### src/rtl/pipe_ctrl_pkg.sv
// rtl/pipe_ctrl_pkg.sv - shared encodings and control bundle for the RV32I pipeline control unit
package pipe_ctrl_pkg;

  localparam int REG_W = 5;

  localparam logic [6:0] OP_R      = 7'b0110011;
  localparam logic [6:0] OP_I      = 7'b0010011;
  localparam logic [6:0] OP_LOAD   = 7'b0000011;
  localparam logic [6:0] OP_STORE  = 7'b0100011;
  localparam logic [6:0] OP_BRANCH = 7'b1100011;
  localparam logic [6:0] OP_JAL    = 7'b1101111;
  localparam logic [6:0] OP_JALR   = 7'b1100111;
  localparam logic [6:0] OP_LUI    = 7'b0110111;
  localparam logic [6:0] OP_AUIPC  = 7'b0010111;

  typedef enum logic [3:0] {
    ALU_ADD   = 4'd0,
    ALU_SUB   = 4'd1,
    ALU_AND   = 4'd2,
    ALU_OR    = 4'd3,
    ALU_XOR   = 4'd4,
    ALU_SLT   = 4'd5,
    ALU_SLTU  = 4'd6,
    ALU_SLL   = 4'd7,
    ALU_SRL   = 4'd8,
    ALU_SRA   = 4'd9,
    ALU_PASSB = 4'd10
  } alu_ctrl_e;

  typedef enum logic [2:0] {
    RES_ALU   = 3'd0,
    RES_MEM   = 3'd1,
    RES_PC4   = 3'd2,
    RES_IMM   = 3'd3,
    RES_PCIMM = 3'd4
  } result_src_e;

  typedef enum logic [2:0] {
    IMM_I = 3'd0,
    IMM_S = 3'd1,
    IMM_B = 3'd2,
    IMM_J = 3'd3,
    IMM_U = 3'd4
  } imm_src_e;

  typedef struct packed {
    logic               valid;
    logic               reg_write;
    logic               mem_write;
    logic               is_load;
    logic               branch;
    logic               jump;
    logic               alu_src;
    logic               uses_rs1;
    logic               uses_rs2;
    alu_ctrl_e          alu_control;
    result_src_e        result_src;
    logic [2:0]         funct3;
    logic [REG_W-1:0]   rd;
    logic [REG_W-1:0]   rs1;
    logic [REG_W-1:0]   rs2;
  } ctrl_bundle_t;

  localparam ctrl_bundle_t BUBBLE = '0;

  // True when bundle p will write a nonzero register that equals rs.
  function automatic logic writes_to(input ctrl_bundle_t p, input logic [REG_W-1:0] rs);
    return p.valid && p.reg_write && (p.rd != '0) && (p.rd == rs);
  endfunction

endpackage

### src/rtl/ctrl_decode.sv
// rtl/ctrl_decode.sv - ID-stage opcode/funct decode into a control bundle
module ctrl_decode
  import pipe_ctrl_pkg::*;
(
  input  logic [31:0]  instr,
  input  logic         valid,
  output ctrl_bundle_t bundle,
  output imm_src_e     imm_src,
  output logic         unknown_op
);

  logic [6:0] opcode;
  logic [2:0] funct3;
  logic       alt;
  logic       unused_instr;

  assign opcode       = instr[6:0];
  assign funct3       = instr[14:12];
  assign alt          = instr[30];
  assign unused_instr = ^{instr[31], instr[29:25]};

  function automatic alu_ctrl_e alu_op(input logic [2:0] f3, input logic sub_sra);
    case (f3)
      3'b000:  return sub_sra ? ALU_SUB : ALU_ADD;
      3'b001:  return ALU_SLL;
      3'b010:  return ALU_SLT;
      3'b011:  return ALU_SLTU;
      3'b100:  return ALU_XOR;
      3'b101:  return sub_sra ? ALU_SRA : ALU_SRL;
      3'b110:  return ALU_OR;
      default: return ALU_AND;
    endcase
  endfunction

  // Branch comparisons reuse the subtract/set-less-than paths.
  function automatic alu_ctrl_e branch_op(input logic [2:0] f3);
    case (f3[2:1])
      2'b10:   return ALU_SLT;
      2'b11:   return ALU_SLTU;
      default: return ALU_SUB;
    endcase
  endfunction

  always_comb begin
    bundle        = BUBBLE;
    imm_src       = IMM_I;
    unknown_op    = 1'b0;
    bundle.funct3 = funct3;
    bundle.rd     = instr[11:7];
    bundle.rs1    = instr[19:15];
    bundle.rs2    = instr[24:20];
    case (opcode)
      OP_R: begin
        bundle.reg_write   = 1'b1;
        bundle.uses_rs1    = 1'b1;
        bundle.uses_rs2    = 1'b1;
        bundle.alu_control = alu_op(funct3, alt);
      end
      OP_I: begin
        bundle.reg_write   = 1'b1;
        bundle.uses_rs1    = 1'b1;
        bundle.alu_src     = 1'b1;
        bundle.alu_control = alu_op(funct3, alt && (funct3 == 3'b101));
      end
      OP_LOAD: begin
        bundle.reg_write  = 1'b1;
        bundle.is_load    = 1'b1;
        bundle.uses_rs1   = 1'b1;
        bundle.alu_src    = 1'b1;
        bundle.result_src = RES_MEM;
      end
      OP_STORE: begin
        bundle.mem_write = 1'b1;
        bundle.uses_rs1  = 1'b1;
        bundle.uses_rs2  = 1'b1;
        bundle.alu_src   = 1'b1;
        imm_src          = IMM_S;
      end
      OP_BRANCH: begin
        bundle.branch      = 1'b1;
        bundle.uses_rs1    = 1'b1;
        bundle.uses_rs2    = 1'b1;
        bundle.alu_control = branch_op(funct3);
        imm_src            = IMM_B;
      end
      OP_JAL: begin
        bundle.reg_write  = 1'b1;
        bundle.jump       = 1'b1;
        bundle.result_src = RES_PC4;
        imm_src           = IMM_J;
      end
      OP_JALR: begin
        bundle.reg_write  = 1'b1;
        bundle.jump       = 1'b1;
        bundle.uses_rs1   = 1'b1;
        bundle.alu_src    = 1'b1;
        bundle.result_src = RES_PC4;
      end
      OP_LUI: begin
        bundle.reg_write   = 1'b1;
        bundle.alu_src     = 1'b1;
        bundle.alu_control = ALU_PASSB;
        bundle.result_src  = RES_IMM;
        imm_src            = IMM_U;
      end
      OP_AUIPC: begin
        bundle.reg_write  = 1'b1;
        bundle.alu_src    = 1'b1;
        bundle.result_src = RES_PCIMM;
        imm_src           = IMM_U;
      end
      default: unknown_op = 1'b1;
    endcase

    // Zero unused register fields so hazard/forward compares never see immediate bits.
    if (bundle.rd == '0) bundle.reg_write = 1'b0;
    if (!bundle.reg_write) bundle.rd = '0;
    if (!bundle.uses_rs1) bundle.rs1 = '0;
    if (!bundle.uses_rs2) bundle.rs2 = '0;
    bundle.valid = valid && !unknown_op;
    if (!bundle.valid) bundle = BUBBLE;
  end

endmodule

### src/rtl/pipe_hazard_ctrl.sv
// rtl/pipe_hazard_ctrl.sv - 5-stage control pipeline with stall, flush and forwarding generation
module pipe_hazard_ctrl
  import pipe_ctrl_pkg::*;
#(
  parameter int REG_ADDR_W = 5,
  parameter int ALU_CTRL_W = 4,
  parameter int FWD_EN     = 1,
  parameter int IMM_SRC_W  = 3
) (
  input  logic                  clk,
  input  logic                  rst,
  input  logic [31:0]           id_instr,
  input  logic                  id_valid,
  input  logic                  ex_redirect,
  output logic [IMM_SRC_W-1:0]  id_imm_src,
  output logic                  id_illegal,
  output logic                  stall_f,
  output logic                  stall_d,
  output logic                  flush_d,
  output logic                  flush_e,
  output logic [ALU_CTRL_W-1:0] ex_alu_control,
  output logic                  ex_alu_src,
  output logic                  ex_branch,
  output logic                  ex_jump,
  output logic [2:0]            ex_funct3,
  output logic [REG_ADDR_W-1:0] ex_rs1,
  output logic [REG_ADDR_W-1:0] ex_rs2,
  output logic [1:0]            fwd_a,
  output logic [1:0]            fwd_b,
  output logic                  mem_mem_write,
  output logic [2:0]            mem_funct3,
  output logic [2:0]            wb_result_src,
  output logic                  wb_reg_write,
  output logic [REG_ADDR_W-1:0] wb_rd
);

  localparam bit FWD = (FWD_EN != 0);

  ctrl_bundle_t id_bundle;
  ctrl_bundle_t ex_d, ex_q;
  ctrl_bundle_t mem_d, mem_q;
  ctrl_bundle_t wb_d, wb_q;
  imm_src_e     id_imm;
  logic         id_unknown;
  logic         ld_hit, raw_hit, hazard;
  logic         unused_bits;

  ctrl_decode u_decode (
    .instr      (id_instr),
    .valid      (id_valid),
    .bundle     (id_bundle),
    .imm_src    (id_imm),
    .unknown_op (id_unknown)
  );

  always_comb begin
    ld_hit  = ex_q.is_load &&
              ((id_bundle.uses_rs1 && writes_to(ex_q, id_bundle.rs1)) ||
               (id_bundle.uses_rs2 && writes_to(ex_q, id_bundle.rs2)));
    // Without forwarding, wait until the producer reaches WB (write-before-read regfile).
    raw_hit = (id_bundle.uses_rs1 && (writes_to(ex_q, id_bundle.rs1) || writes_to(mem_q, id_bundle.rs1))) ||
              (id_bundle.uses_rs2 && (writes_to(ex_q, id_bundle.rs2) || writes_to(mem_q, id_bundle.rs2)));
    hazard  = id_bundle.valid && (FWD ? ld_hit : raw_hit);
  end

  always_comb begin
    stall_f = hazard && !ex_redirect && !rst;
    stall_d = stall_f;
    flush_d = ex_redirect && !rst;
    flush_e = (hazard || ex_redirect) && !rst;
  end

  always_comb begin
    ex_d  = (flush_e || !id_valid) ? BUBBLE : id_bundle;
    mem_d = ex_q;
    wb_d  = mem_q;
  end

  always_ff @(posedge clk) begin
    if (rst) begin
      ex_q  <= BUBBLE;
      mem_q <= BUBBLE;
      wb_q  <= BUBBLE;
    end else begin
      ex_q  <= ex_d;
      mem_q <= mem_d;
      wb_q  <= wb_d;
    end
  end

  // MEM result is younger than WB, so it wins when both match.
  always_comb begin
    fwd_a = 2'b00;
    fwd_b = 2'b00;
    if (FWD) begin
      if (writes_to(mem_q, ex_q.rs1))     fwd_a = 2'b10;
      else if (writes_to(wb_q, ex_q.rs1)) fwd_a = 2'b01;
      if (writes_to(mem_q, ex_q.rs2))     fwd_b = 2'b10;
      else if (writes_to(wb_q, ex_q.rs2)) fwd_b = 2'b01;
    end
  end

  assign id_imm_src     = id_imm;
  assign id_illegal     = id_valid && id_unknown && !rst;
  assign ex_alu_control = ex_q.alu_control;
  assign ex_alu_src     = ex_q.alu_src;
  assign ex_branch      = ex_q.branch;
  assign ex_jump        = ex_q.jump;
  assign ex_funct3      = ex_q.funct3;
  assign ex_rs1         = ex_q.rs1;
  assign ex_rs2         = ex_q.rs2;
  assign mem_mem_write  = mem_q.mem_write;
  assign mem_funct3     = mem_q.funct3;
  assign wb_result_src  = wb_q.result_src;
  assign wb_reg_write   = wb_q.reg_write;
  assign wb_rd          = wb_q.rd;
  assign unused_bits    = ^{ex_q, mem_q, wb_q};

endmodule

### config.mk
export PLATFORM = sky130hd
export DESIGN_NAME = pipe_hazard_ctrl
export DESIGN_NICKNAME = d
export VERILOG_FILES = /design/src/rtl/pipe_ctrl_pkg.sv /design/src/rtl/ctrl_decode.sv /design/src/rtl/pipe_hazard_ctrl.sv
export SDC_FILE = /design/constraint.sdc
export NUM_CORES = 1
export LEC_CHECK = 0
export CAP_MARGIN = 20
export CORE_ASPECT_RATIO = 1.4
export CORE_UTILIZATION = 30
export CTS_CLUSTER_SIZE = 25
export DETAILED_ROUTE_END_ITERATION = 10
export PLACE_DENSITY = 0.55
export SYNTH_ARGS = -nofsm -noshare
export SYNTH_HDL_FRONTEND = slang
export SYNTH_SLANG_ARGS = --single-unit
### constraint.sdc
create_clock -name clk -period 5.1 [get_ports clk]
set_input_delay 0.51 -clock clk [delete_from_list [all_inputs] [get_ports clk]]
set_output_delay 0.51 -clock clk [all_outputs]
set_load 0.03 [all_outputs]
# == After elaboration in Yosys (flattened, before gate mapping) ==
# Index checks and enable logic that the tools add are counted.
# totals
regBits,56
latch_bits,0
ram_bits,0
rom_bits,0
mem_count,0
# classes
addsub,0
n_mul,0
div_mod_pow,0
magnitude_cmp,0
n_eq_ne,23
shift,0
mux,28
bitwise,2
n_reduce_logical,45
# op_table
cell,count
one-hot mux 4 bit (7 select lines),2
2-to-1 mux 34 bit,1
equality test 5 bit,6
logical AND 1 bit,24
one-hot mux 3 bit (4 select lines),2
"equality test 7 x 6 -> 1 bit, second input constant",3
"equality test 7 bit, second input constant",3
2-to-1 mux 1 bit,16
one-hot mux 4 bit (4 select lines),1
2-to-1 mux 5 bit,3
nonzero test 5 bit,3
"equality test 7 x 5 -> 1 bit, second input constant",2
OR reduction 6 bit,2
"equality test 3 bit, second input constant",3
OR reduction 9 bit,1
"equality test 7 x 2 -> 1 bit, second input constant",1
OR reduction 7 bit,1
"equality test 3 x 2 -> 1 bit, second input constant",2
one-hot mux 3 bit (2 select lines),1
OR reduction 2 bit,3
OR reduction 3 bit,2
logical NOT 5 bit,1
"equality test 2 bit, second input constant",2
2-to-1 mux 2 bit,2
6 further kinds,11

# == Longest topological paths before layout ==
# Gate-level depths: netlist (run 1).
# depth
ltp_word,16
depth_mapped,8
depth_no_buf,5

# == By module ==
# From an unflattened synthesis (run 1), not the netlist that was laid out.
# unflattened
hier_cells,348
area_unflattened_um2,3030.4
# modules_own_cells
module,n_inst,cells_each,area_per_inst_um2,seq_area_each_um2
pipe_hazard_ctrl,1,244,2394.8,1121.1
ctrl_decode,1,104,635.6,0.0

# == Least setup slack after synthesis (run 1) ==
# Ideal clock, no wire load.
# synth_timing
path_kind,reg2out
from,register mem_q[10] (netlist name)
to,output port fwd_a[0]
arrival_time_ns,2.261
required_ns,4.590
slack_ns,2.329
stages_incl_launch_ff,5
path_cell_list,dfxtp_1 > or4_1 > o211ai_1 > nor4_1 > nor4_1
# synth_via
elab_chain_len,4
elab_cells_between_ends,5
classes_between,eq/ne: 1; mux: 1; reduce/logical: 3
# synth_lines
item,line_no,source
"start, declared",pipe_hazard_ctrl.sv:41,"ctrl_bundle_t mem_d, mem_q;"
"start signal, assigned",pipe_hazard_ctrl.sv:86,mem_q <= mem_d;
nonzero test 5 bit,pipe_ctrl_pkg.sv:68,return p.valid && p.reg_write && (p.rd != '0) && (p.rd == rs);
logical AND 1 bit,pipe_ctrl_pkg.sv:68,
logical AND 1 bit (*),pipe_ctrl_pkg.sv:68,
2-to-1 mux 2 bit (*),pipe_hazard_ctrl.sv:96,"if (writes_to(mem_q, ex_q.rs1)) fwd_a = 2'b10;"
"end, declared",pipe_hazard_ctrl.sv:28,"output logic [1:0] fwd_a,"
# Every way passes the cells marked *; elsewhere a longest branch is shown, timed or not.

# == Worst setup path after layout (run 1) ==
# layout_timing
from,input port id_instr[5]
to,output port flush_e
# layout_via
elab_chain_len,13
elab_cells_between_ends,29
classes_between,eq/ne: 11; mux: 5; reduce/logical: 13
# layout_lines
item,line_no,source
"start, declared",pipe_hazard_ctrl.sv:12,"input logic [31:0] id_instr,"
"equality test 7 x 2 -> 1 bit, or another cell as far along",ctrl_decode.sv:52,case (opcode)
OR reduction 6 bit (no line) or OR reduction 3 bit (tied branches),-,
2-to-1 mux 1 bit,ctrl_decode.sv:52,
2-to-1 mux 5 bit (on tied branches),"ctrl_decode.sv:118, ctrl_decode.sv:119",
2-to-1 mux 34 bit (*),ctrl_decode.sv:121,if (!bundle.valid) bundle = BUBBLE;
equality test 5 bit,-,
logical AND 1 bit,-,
logical AND 1 bit (on tied branches),"pipe_hazard_ctrl.sv:58, pipe_hazard_ctrl.sv:59",
logical OR 1 bit,pipe_hazard_ctrl.sv:58,"((id_bundle.uses_rs1 && writes_to(ex_q, id_bundle.rs1)) ||"
logical AND 1 bit,pipe_hazard_ctrl.sv:57,ld_hit = ex_q.is_load &&
logical AND 1 bit (*),pipe_hazard_ctrl.sv:63,hazard = id_bundle.valid && (FWD ? ld_hit : raw_hit);
logical OR 1 bit (*),pipe_hazard_ctrl.sv:70,flush_e = (hazard || ex_redirect) && !rst;
logical AND 1 bit (*),pipe_hazard_ctrl.sv:70,
"end, declared",pipe_hazard_ctrl.sv:20,"output logic flush_e,"
# Marks and branches as above.

==> metrics.csv, run 1 <==
stage;metric;value;unit
global_route;met1 usage;14.9;%
synth;Post-Synth Simple-Gate Area;24.6;%
sta;Final Hold Viols;0;
critical_path;critical-path maximum fanout;17;
finish;area of the multi-input gates;1350;um^2
global_route;initial antenna violation count;0;
pwr;Leak;0.00135;uW
clock_tree;CTS tree;done;
die;row count;41;
global_route;met2 Usage GRT;26.7;%
global_route;overall global routing resource usage;14.0;%
sta;RSZ-0062 raised after global routing;no;
finish;Filler cells;921;
synth;Synth Area in Compound Gates;15.0;%
clock_tree;Clk pin slew, worst setup/hold paths;60;ps
finish;ratio of cells with drive above 1 in the final layout;5.78;%
clock_tree;clk sink count;56;
die;Core ar.;9030;um^2
pwr;Power Density;234;nW/um^2
finish;Area Overhead vs Synth;26.0;%
critical_path;CP cell instances;clkdlybuf4s50_1, nand3b_1, or2_1, a211oi_4, o221ai_2, nand2b_1, clkdlybuf4s50_1;
place;Buffers on Ports;74;
clock_tree;# resized after CTS;0;
sta;Final Cycle Share;77.6;%
synth;Mapped Nets;341;
sta;slew margin rel.;49.3;%
outcome;status;completed;
synth;share of the synthesized area in the top cell type;40.2;%
die;Initial Util;30.9;%
critical_path;Max stage delay on crit path;700;ps
routing;total wire length;6440;um
routing;DR pass1 iterations;4;
sta;# setup viols final;0;
synth;Ys Warns;0;
finish;area occupied by registers;1120;um^2
sta;Worst Hold Slack;437;ps
routing;via count;2143;
synth;leading area contributor after synthesis;dfxtp_1;
synth;synth top area cells;dfxtp_1 40%, buf_4 8.9%, nor2b_1 6.3%, xor2_1 4.4%, xnor2_1 4.1%;
routing;vias per cell;4.73;
synth;post-synthesis xor/xnor area fraction;8.47;%
sta;skew final;4.05;ps
synth;Synth Flop Type;dfxtp_1;
routing;DRT iter0 DRCs;92;
routing;DRC Markers;0;
place;gpl congestion;0.803;
synth;largest family of logic cells by synthesized area;simple AND/OR/NAND/NOR gates;
routing;DR WL/cell;14.2;um
synth;cells after synthesis;305;
sta;clock period minus worst slack;3960;ps
global_route;GRT Residual Overflow;0;
die;Die W;83.5;um
critical_path;crit-path most repeated cell;clkdlybuf4s50_1;
critical_path;crit path kind;in -> out;
clock_tree;# H-tree levels;2;
finish;n_diodes;0;
critical_path;Worst Path Required;4590;ps
global_route;first-pass GRT wire length;10400;um
global_route;vias in the first global route;2051;
sta;Sum Neg Setup Slack;0;ps
critical_path;slowest library cell on the worst path;a211oi_4;
die;die area;9700;um^2
synth;Synth cell types;44;
clock_tree;Hold-fix buffers, CTS;0;
critical_path;Setup crit end kind;primary output;
synth;#FFs+latches synth;56;
synth;register area share after synthesis;40.2;%
synth;EDFF count, synth;0;
critical_path;CP startpoint kind;input pin;
synth;Synth Area in Adders;0;%
sta;Worst Tran Pin Value;758;ps
clock_tree;clk buf depth;2;
die;# IOs;81;
synth;Synth Cell Area;2790;um^2
worst_hold_path;Hold Crit Class;reg -> reg;
finish;Final nets;382;
routing;post-route ant nets;0;
die;Die Y;116;um
global_route;largest net degree at the start of global routing;27;
global_route;GR Layer Usage met3;3.25;%
clock_tree;clk_lat worst skew;290;ps
clock_tree;setup repair bufs after CTS;0;
flow_run;Max-Cap Viols;0;
pwr;Max rail drop VDD;0.172;mV
synth;Post-Syn Area per Cell;9.15;um^2
critical_path;CP arrival;3450;ps
place;DP HPWL;5110;um
synth;multiplexer share of the synthesized area;0.359;%
clock_tree;total CTS buffers;5;
clock_tree;Root Buffer Master;clkbuf_16;
sta;Slew Viols, Final;0;
sta;fmax;0.253;GHz
synth;asr flop ratio synth;0;%
global_route;gr busiest metal;met2;
-- final timing paths --
kind                             startpoint       endpoint  slack, ps  cells after the start
worst min-delay path               ex_q[31]  mem_mem_write        440                      1
worst min register to register     ex_q[31]  mem_mem_write        440                      1
worst max register to register     ex_q[13]   ex_funct3[2]       3140                      5
worst max-delay path            id_instr[5]        flush_e       1140                      7
-- final cells by class --
| type | instances | area share (%) |
|---|---|---|
| Multi-Input combinational cell | 202 | 38.4 |
| Sequential cell | 56 | 31.9 |
| Timing Repair Buffer | 77 | 21.7 |
| Tap cell | 107 | 3.81 |
| Clock buffer | 6 | 3.66 |
| Inverter | 4 | 0.427 |
| Clock inverter | 1 | 0.142 |
-- cells in the final DEF (no fill, tap or decap), types with 2 or more instances in the layout --
| master | count |
|---|---|
| and2_1 | 2 |
| nor3b_1 | 3 |
| inv_1 | 4 |
| o21ai_0 | 7 |
| clkbuf_16 | 5 |
| nor3_1 | 6 |
| o31ai_1 | 4 |
| and3b_1 | 4 |
| nand4_1 | 2 |
| nor2_1 | 20 |
| or4_1 | 5 |
| xor2_1 | 14 |
| buf_4 | 3 |
| o221ai_2 | 2 |
| xnor2_1 | 13 |
| dfxtp_1 | 56 |
| nor2b_1 | 28 |
| nand2b_1 | 4 |
| nand3_1 | 19 |
| nand2_1 | 16 |
| clkdlybuf4s50_1 | 74 |
| a211oi_2 | 3 |
| a21oi_1 | 22 |
| nand3b_1 | 2 |
| o211ai_1 | 3 |
| nor4_1 | 4 |
| and3_1 | 3 |
-- cells by family (layout without fill, tap and decap cells) --
family | Yosys count | in the layout
multiplexers | 1 | 1
flip-flops | 56 | 56
AO/OA/AOI/OAI | 53 | 53
buffers and inverters | 47 | 88
AND/OR/NAND/NOR | 121 | 121
XOR/XNOR | 27 | 27
-- cells in the mapped netlist, types with 4 or more instances --
master	n
dfxtp_1	56
buf_4	33
nor2b_1	28
a21oi_1	22
nor2_1	20
nand3_1	19
nand2_1	16
xor2_1	14
xnor2_1	13
o21ai_0	7
nor3_1	6
or4_1	5
and3b_1	4
buf_2	4
clkbuf_1	4
inv_1	4
nand2b_1	4
nor4_1	4
o31ai_1	4
-- per-stage QoR --
step	instances	util [%]	cell area, um^2	setup WS, ps	power, uW
floorplan	305	-	2790	2330	477
global placement	446	37.5	3380	1200	515
detailed placement	446	37.5	3380	1180	515
CTS	453	39.0	3520	1170	835
global route	453	39.0	3520	983	856
finish	453	39.0	3520	1140	822
-- registers in the layout (all words and copies together), names as in the netlist, 3 cells and up --
name / cells
ex_q: 12
wb_result_src: 3
mem_funct3: 3
ex_rs2: 5
mem_q: 10
wb_rd: 5
ex_rs1: 5
ex_funct3: 3
ex_alu_control: 4
-- power breakdown --
part,switching (uW),internal (uW)
clock network,138,178
logic,34.3,33.3
registers,0.187,438
-- metal layers --
| layer | wire, um | share of wire (%) | vias up |
|---|---|---|---|
| li1 | - | - | 1100 |
| met1 | 2540 | 39 | 972 |
| met2 | 3480 | 54 | 66 |
| met3 | 320 | 5.0 | 5 |
| met4 | 95 | 1.5 | 0 |
| met5 | 0 | 0 | - |
-- critical path, delay by kind of cell --
family	cells	cell delay, ps
AND/OR/NAND/NOR	3	650
buffers and inverters	2	1340
AO/OA/AOI/OAI	2	940
(Power assumes the default switching activity.)
==> run 2, diff against run 1 <==
PLACE_DENSITY = 0.57   (was 0.55)
clock period = 3.4 ns   (was 5.1 ns; I/O delays follow)
==> metrics.csv, run 2 (synthesis gave the netlist of run 1 again) <==
stage;metric;value;unit;change
outcome;status;completed;;
sta;skew final;5.08;ps;+1.03 ps
global_route;first-pass GRT wire length;10500;um;+1.5%
finish;ratio of cells with drive above 1 in the final layout;7.18;%;+1.4 points
routing;total wire length;6440;um;about the same
clock_tree;# resized after CTS;0;;unchanged
sta;Sum Neg Setup Slack;0;ps;unchanged
routing;via count;2148;;+0.23%
routing;DR pass1 iterations;4;;unchanged
sta;Slew Viols, Final;0;;unchanged
clock_tree;Clk pin slew, worst setup/hold paths;60;ps;about the same
routing;DRT iter0 DRCs;47;;-49%
routing;met3 wire length;255;um;-20%
place;gpl congestion;0.827;;+3.0%
place;Buffers on Ports;74;;unchanged
critical_path;CP arrival;2580;ps;-870 ps
finish;n_diodes;0;;unchanged
sta;clock period minus worst slack;2920;ps;
die;Die Y;116;um;unchanged
sta;Worst Tran Pin Value;647;ps;-111 ps
finish;Finished Core Util;39.0;%;+0.083 points
critical_path;Setup crit end kind;primary output;;
routing;met2 routed WL;3480;um;-0.14%
finish;area of the multi-input gates;1350;um^2;unchanged
sta;Final Cycle Share;85.9;%;
sta;# setup viols final;0;;unchanged
clock_tree;# H-tree levels;2;;unchanged
place;DP HPWL;5180;um;+1.4%
global_route;vias in the first global route;2124;;+3.6%
clock_tree;Root Buffer Master;clkbuf_16;;
die;Core ar.;9030;um^2;unchanged
clock_tree;clk_lat worst skew;290;ps;about the same
die;Die W;83.5;um;unchanged
routing;DRC Markers;0;;unchanged
sta;Final Hold Viols;0;;unchanged
routing;vias per cell;4.72;;-0.21%
sta;Worst Hold Slack;438;ps;+0.992 ps
finish;Final nets;384;;+0.52%
worst_hold_path;Hold Crit Class;reg -> reg;;
global_route;overall global routing resource usage;13.9;%;-0.028 points
clock_tree;clk buf depth;2;;unchanged
finish;commonest non-fill, non-tap cells in the layout;71 x clkdlybuf4s50_1, 56 x dfxtp_1, 28 x nor2b_1, 22 x a21oi_1, 20 x nor2_1;;
sta;fmax;0.342;GHz;
routing;max layer used;met4;;
flow_run;Max-Cap Viols;0;;unchanged
critical_path;Worst Path Required;3060;ps;-1530 ps
die;# IOs;81;;unchanged
pwr;Sw Ratio;21.2;%;+0.14 points
routing;post-route ant nets;0;;unchanged
finish;area occupied by registers;1120;um^2;unchanged
die;Initial Util;30.9;%;unchanged
finish;max reg flops;12;;unchanged
critical_path;crit path kind;reg -> out;;
clock_tree;total CTS buffers;5;;unchanged
sta;slew margin rel.;56.4;%;+7.1 points
finish;Area Overhead vs Synth;26.3;%;
die;row count;41;;unchanged
critical_path;critical-path maximum fanout;4;;-13
sta;RSZ-0062 raised after global routing;no;;
clock_tree;setup repair bufs after CTS;0;;unchanged
die;die area;9700;um^2;unchanged
pwr;Internal Pwr Total;974;uW;+50%
global_route;GRT Residual Overflow;0;;unchanged
pwr;Comb pwr share;8.2;%;about the same
global_route;largest net degree at the start of global routing;26;;-3.7%
routing;DR WL/cell;14.2;um;-0.39%
pwr;Leak;0.00137;uW;+1.2%
pwr;Max rail drop VDD;0.260;mV;+51%
pwr;NetSw;261;uW;+51%
routing;met1 WL;2610;um;+2.6%
pwr;clock power share;38.6;%;about the same
pwr;sequential share of power;53.2;%;about the same
clock_tree;Hold-fix buffers, CTS;0;;unchanged
pwr;Power Density;350;nW/um^2;+50%
finish;Top reg by flops;ex_q;;
clock_tree;clk sink count;56;;unchanged
global_route;initial antenna violation count;0;;unchanged
finish;top flop regs;ex_q (12), mem_q (10);;
clock_tree;CTS tree;done;;
critical_path;CP startpoint kind;flip-flop;;
finish;commonest non-fill, non-tap cell in the layout;clkdlybuf4s50_1;;
finish;Filler cells;922;;+0.11%
-- run 2: final timing paths --
check	from	end	slack (ps)	cells past startpoint
hold / removal	ex_q[20]	mem_q[20]	440	1
hold reg to reg	ex_q[20]	mem_q[20]	440	1
setup reg to reg	ex_q[13]	ex_alu_control[0]	1450	6
setup / recovery	mem_q[10]	fwd_b[0]	480	5
-- run 2: worst max-delay path: stages (launching register included) --
cell and delay [ps]:
dfxtp_1 350, or4_1 560, o211ai_1 270, nor4_1 120, nor4_1 280, clkdlybuf4s50_1 710
-- run 2: cell type report --
type                    instances  share of cell area [%]
clock buffers                   6                    3.66
clock inverters                 1                   0.142
inverters                       4                   0.426
multi-input cells             202                    38.3
flip-flops and latches         56                    31.8
well taps                     107                    3.80
repair buffers                 79                    21.9
-- run 2: power groups by stage --
stage | registers, uW | logic, uW | clock network, uW
2_1_floorplan | 671 | 43.9 | 0
3_3_place_gp | 671 | 101 | 0
3_5_place_dp | 671 | 101 | 0
4_1_cts | 656 | 102 | 490
5_1_grt | 656 | 110 | 514
6_report | 657 | 101 | 477
-- run 2: routing by layer --
layer	up-vias	track usage, %
met3	6	2.26
met2	58	27.3
met4	0	5.08
met5	-	0
met1	982	15.1
li1	1102	-
-- run 2: through the flow --
step                      worst slack [ps]  instances  instance area (um^2)  power, uW
after global placement                 590        448                  3390        772
final                                  479        455                  3520       1240
after global routing                   266        455                  3520       1280
after detailed placement               575        448                  3390        773
after CTS                              422        455                  3520       1250
after floorplan                        799        305                  2790        715
==> run 3, diff against run 2 <==
DONT_BUFFER_PORTS = 1   (was unset)
PLACE_DENSITY = 0.45   (was 0.57)
==> metrics.csv, run 3 (synthesis gave the netlist of run 1 again) <==
stage;metric;value;unit;change
outcome;status;completed;;
critical_path;CP cell instances;nor2b_1, o31ai_1, o21bai_1, a22o_4, and3b_1;;
routing;total wire length;6500;um;+0.96%
clock_tree;CTS tree;done;;
clock_tree;clk buf depth;2;;unchanged
routing;vias per cell;4.99;;+5.8%
sta;fmax;0.351;GHz;+2.4%
critical_path;crit-path leading delay family;compound AO/OA/AOI/OAI gates;;
routing;DR WL/cell;17.0;um;+20%
global_route;initial antenna violation count;0;;unchanged
critical_path;slowest library cell on the worst path;and3b_1;;
critical_path;CP startpoint kind;flip-flop;;
pwr;sequential share of power;54.3;%;+1.1 points
clock_tree;# resized after CTS;0;;unchanged
clock_tree;# H-tree levels;2;;unchanged
finish;commonest non-fill, non-tap cell in the layout;dfxtp_1;;
sta;Final Cycle Share;83.9;%;-2.1 points
die;row count;41;;unchanged
die;die area;9700;um^2;unchanged
finish;max reg flops;12;;unchanged
pwr;Internal Pwr Total;963;uW;-1.1%
clock_tree;clk sink count;56;;unchanged
sta;skew final;7.58;ps;+2.49 ps
critical_path;FF-to-FF setup slack;1500;ps;+50 ps
pwr;Power Density;429;nW/um^2;+22%
pwr;Power Total;1210;uW;-2.1%
sta;clock period minus worst slack;2850;ps;-69.8 ps
sta;PnR worst setup slack;548;ps;+69.8 ps
global_route;overall global routing resource usage;13.7;%;-0.25 points
critical_path;Worst Path Required;3060;ps;about the same
finish;Filler cells;964;;+4.6%
sta;Sum Neg Setup Slack;0;ps;unchanged
die;Die Y;116;um;unchanged
global_route;first-pass GRT wire length;10200;um;-3.3%
routing;DRT iter0 DRCs;70;;+49%
critical_path;CP arrival;2510;ps;-70 ps
critical_path;Setup crit end kind;primary output;;
clock_tree;clk_lat worst skew;290;ps;about the same
finish;top flop regs;ex_q (12), mem_q (10);;
worst_hold_path;Hold Crit Class;in -> reg;;
sta;slew margin rel.;43.8;%;-13 points
global_route;vias in the first global route;1929;;-9.2%
clock_tree;setup repair bufs after CTS;0;;unchanged
place;pre-CTS setup slack;729;ps;+154 ps
routing;DR pass1 iterations;4;;unchanged
pwr;clock power share;42.3;%;+3.7 points
die;Core ar.;9030;um^2;unchanged
pwr;Comb pwr share;3.4;%;-4.8 points
pwr;NetSw;246;uW;-5.7%
place;DP HPWL;5200;um;+0.36%
pwr;Sw Ratio;20.4;%;-0.78 points
global_route;GRT Residual Overflow;0;;unchanged
clock_tree;Root Buffer Master;clkbuf_16;;
clock_tree;Hold-fix buffers, CTS;0;;unchanged
routing;post-route ant nets;0;;unchanged
sta;Worst Tran Pin Value;836;ps;+189 ps
global_route;largest net degree at the start of global routing;27;;+3.8%
sta;RSZ-0062 raised after global routing;no;;
die;Die W;83.5;um;unchanged
sta;Slew Viols, Final;0;;unchanged
clock_tree;Clk pin slew, worst setup/hold paths;70;ps;about the same
finish;Top reg by flops;ex_q;;
sta;Final Hold Viols;0;;unchanged
clock_tree;total CTS buffers;5;;unchanged
pwr;Max rail drop VDD;0.265;mV;+2.2%
die;# IOs;81;;unchanged
routing;DRC Markers;0;;unchanged
finish;n_diodes;0;;unchanged
place;gpl congestion;0.781;;-5.5%
place;Buffers on Ports;0;;-100%
critical_path;Max stage delay on crit path;610;ps;-100 ps
pwr;Leak;0.00112;uW;-19%
flow_run;Max-Cap Viols;0;;unchanged
die;Initial Util;30.9;%;unchanged
critical_path;critical-path maximum fanout;24;;+20
finish;ratio of cells with drive above 1 in the final layout;9.42;%;+2.2 points
critical_path;crit path kind;reg -> out;;
finish;Area Overhead vs Synth;1.03;%;
routing;via count;1913;;-11%
finish;Finished Core Util;31.2;%;-7.8 points
critical_path;CP bufs+invs;0;;-1
sta;# setup viols final;0;;unchanged
finish;Final nets;311;;-19%
finish;commonest non-fill, non-tap cells in the layout;56 x dfxtp_1, 28 x nor2b_1, 22 x a21oi_1, 20 x nor2_1, 19 x nand3_1;;
-- run 3: cell count changes in the layout (fill, tap and decap cells not counted) --
cell and delta:
clkinv_2 +1, nor4_1 -1, clkbuf_1 -1, nor4_2 +1, buf_4 -2, clkdlybuf4s50_1 -71
clkbuf_8 +1
-- run 3: path summary, 6_finish.rpt --
kind / start / endpoint / cells after the start
setup / recovery: ex_q[13] / stall_d / 5
hold / removal: rst / mem_funct3[0] / 1
setup reg to reg: ex_q[13] / ex_alu_control[0] / 5
hold reg to reg: mem_q[19] / wb_result_src[1] / 1
-- run 3: power by group through the flow --
stage	sequential [uW]	clock [uW]	combinational (uW)
4_1_cts	657	531	41.4
6_report	657	511	41.0
2_1_floorplan	671	0	43.9
3_5_place_dp	672	0	41.3
3_3_place_gp	672	0	40.9
5_1_grt	657	554	45.3
-- run 3: layout make-up --
class,count,area (um^2),share of cell area [%]
timing repair buffer,6,45.0,1.60
tap,107,134,4.75
clock inverter,2,10.0,0.355
clock buffer,6,139,4.92
multi-input combinational,202,1360,48.1
inverter,4,15.0,0.532
sequential,56,1120,39.8
-- run 3: layer usage --
| layer | GRT usage (%) | routed length, um | up-vias |
|---|---|---|---|
| li1 | - | - | 961 |
| met1 | 14.8 | 2540 | 886 |
| met2 | 25.0 | 3360 | 60 |
| met3 | 4.31 | 488 | 6 |
| met4 | 5.42 | 110 | 0 |
| met5 | 0 | 0 | - |
-- run 3: through the flow --
stage / std cells / hold WS, ps / instance area, um^2
2_1_floorplan: 305 / 412 / 2790
3_3_place_gp: 375 / 415 / 2670
3_5_place_dp: 375 / 415 / 2670
4_1_cts: 383 / 98.3 / 2820
5_1_grt: 383 / 94.4 / 2820
6_report: 383 / 110 / 2820
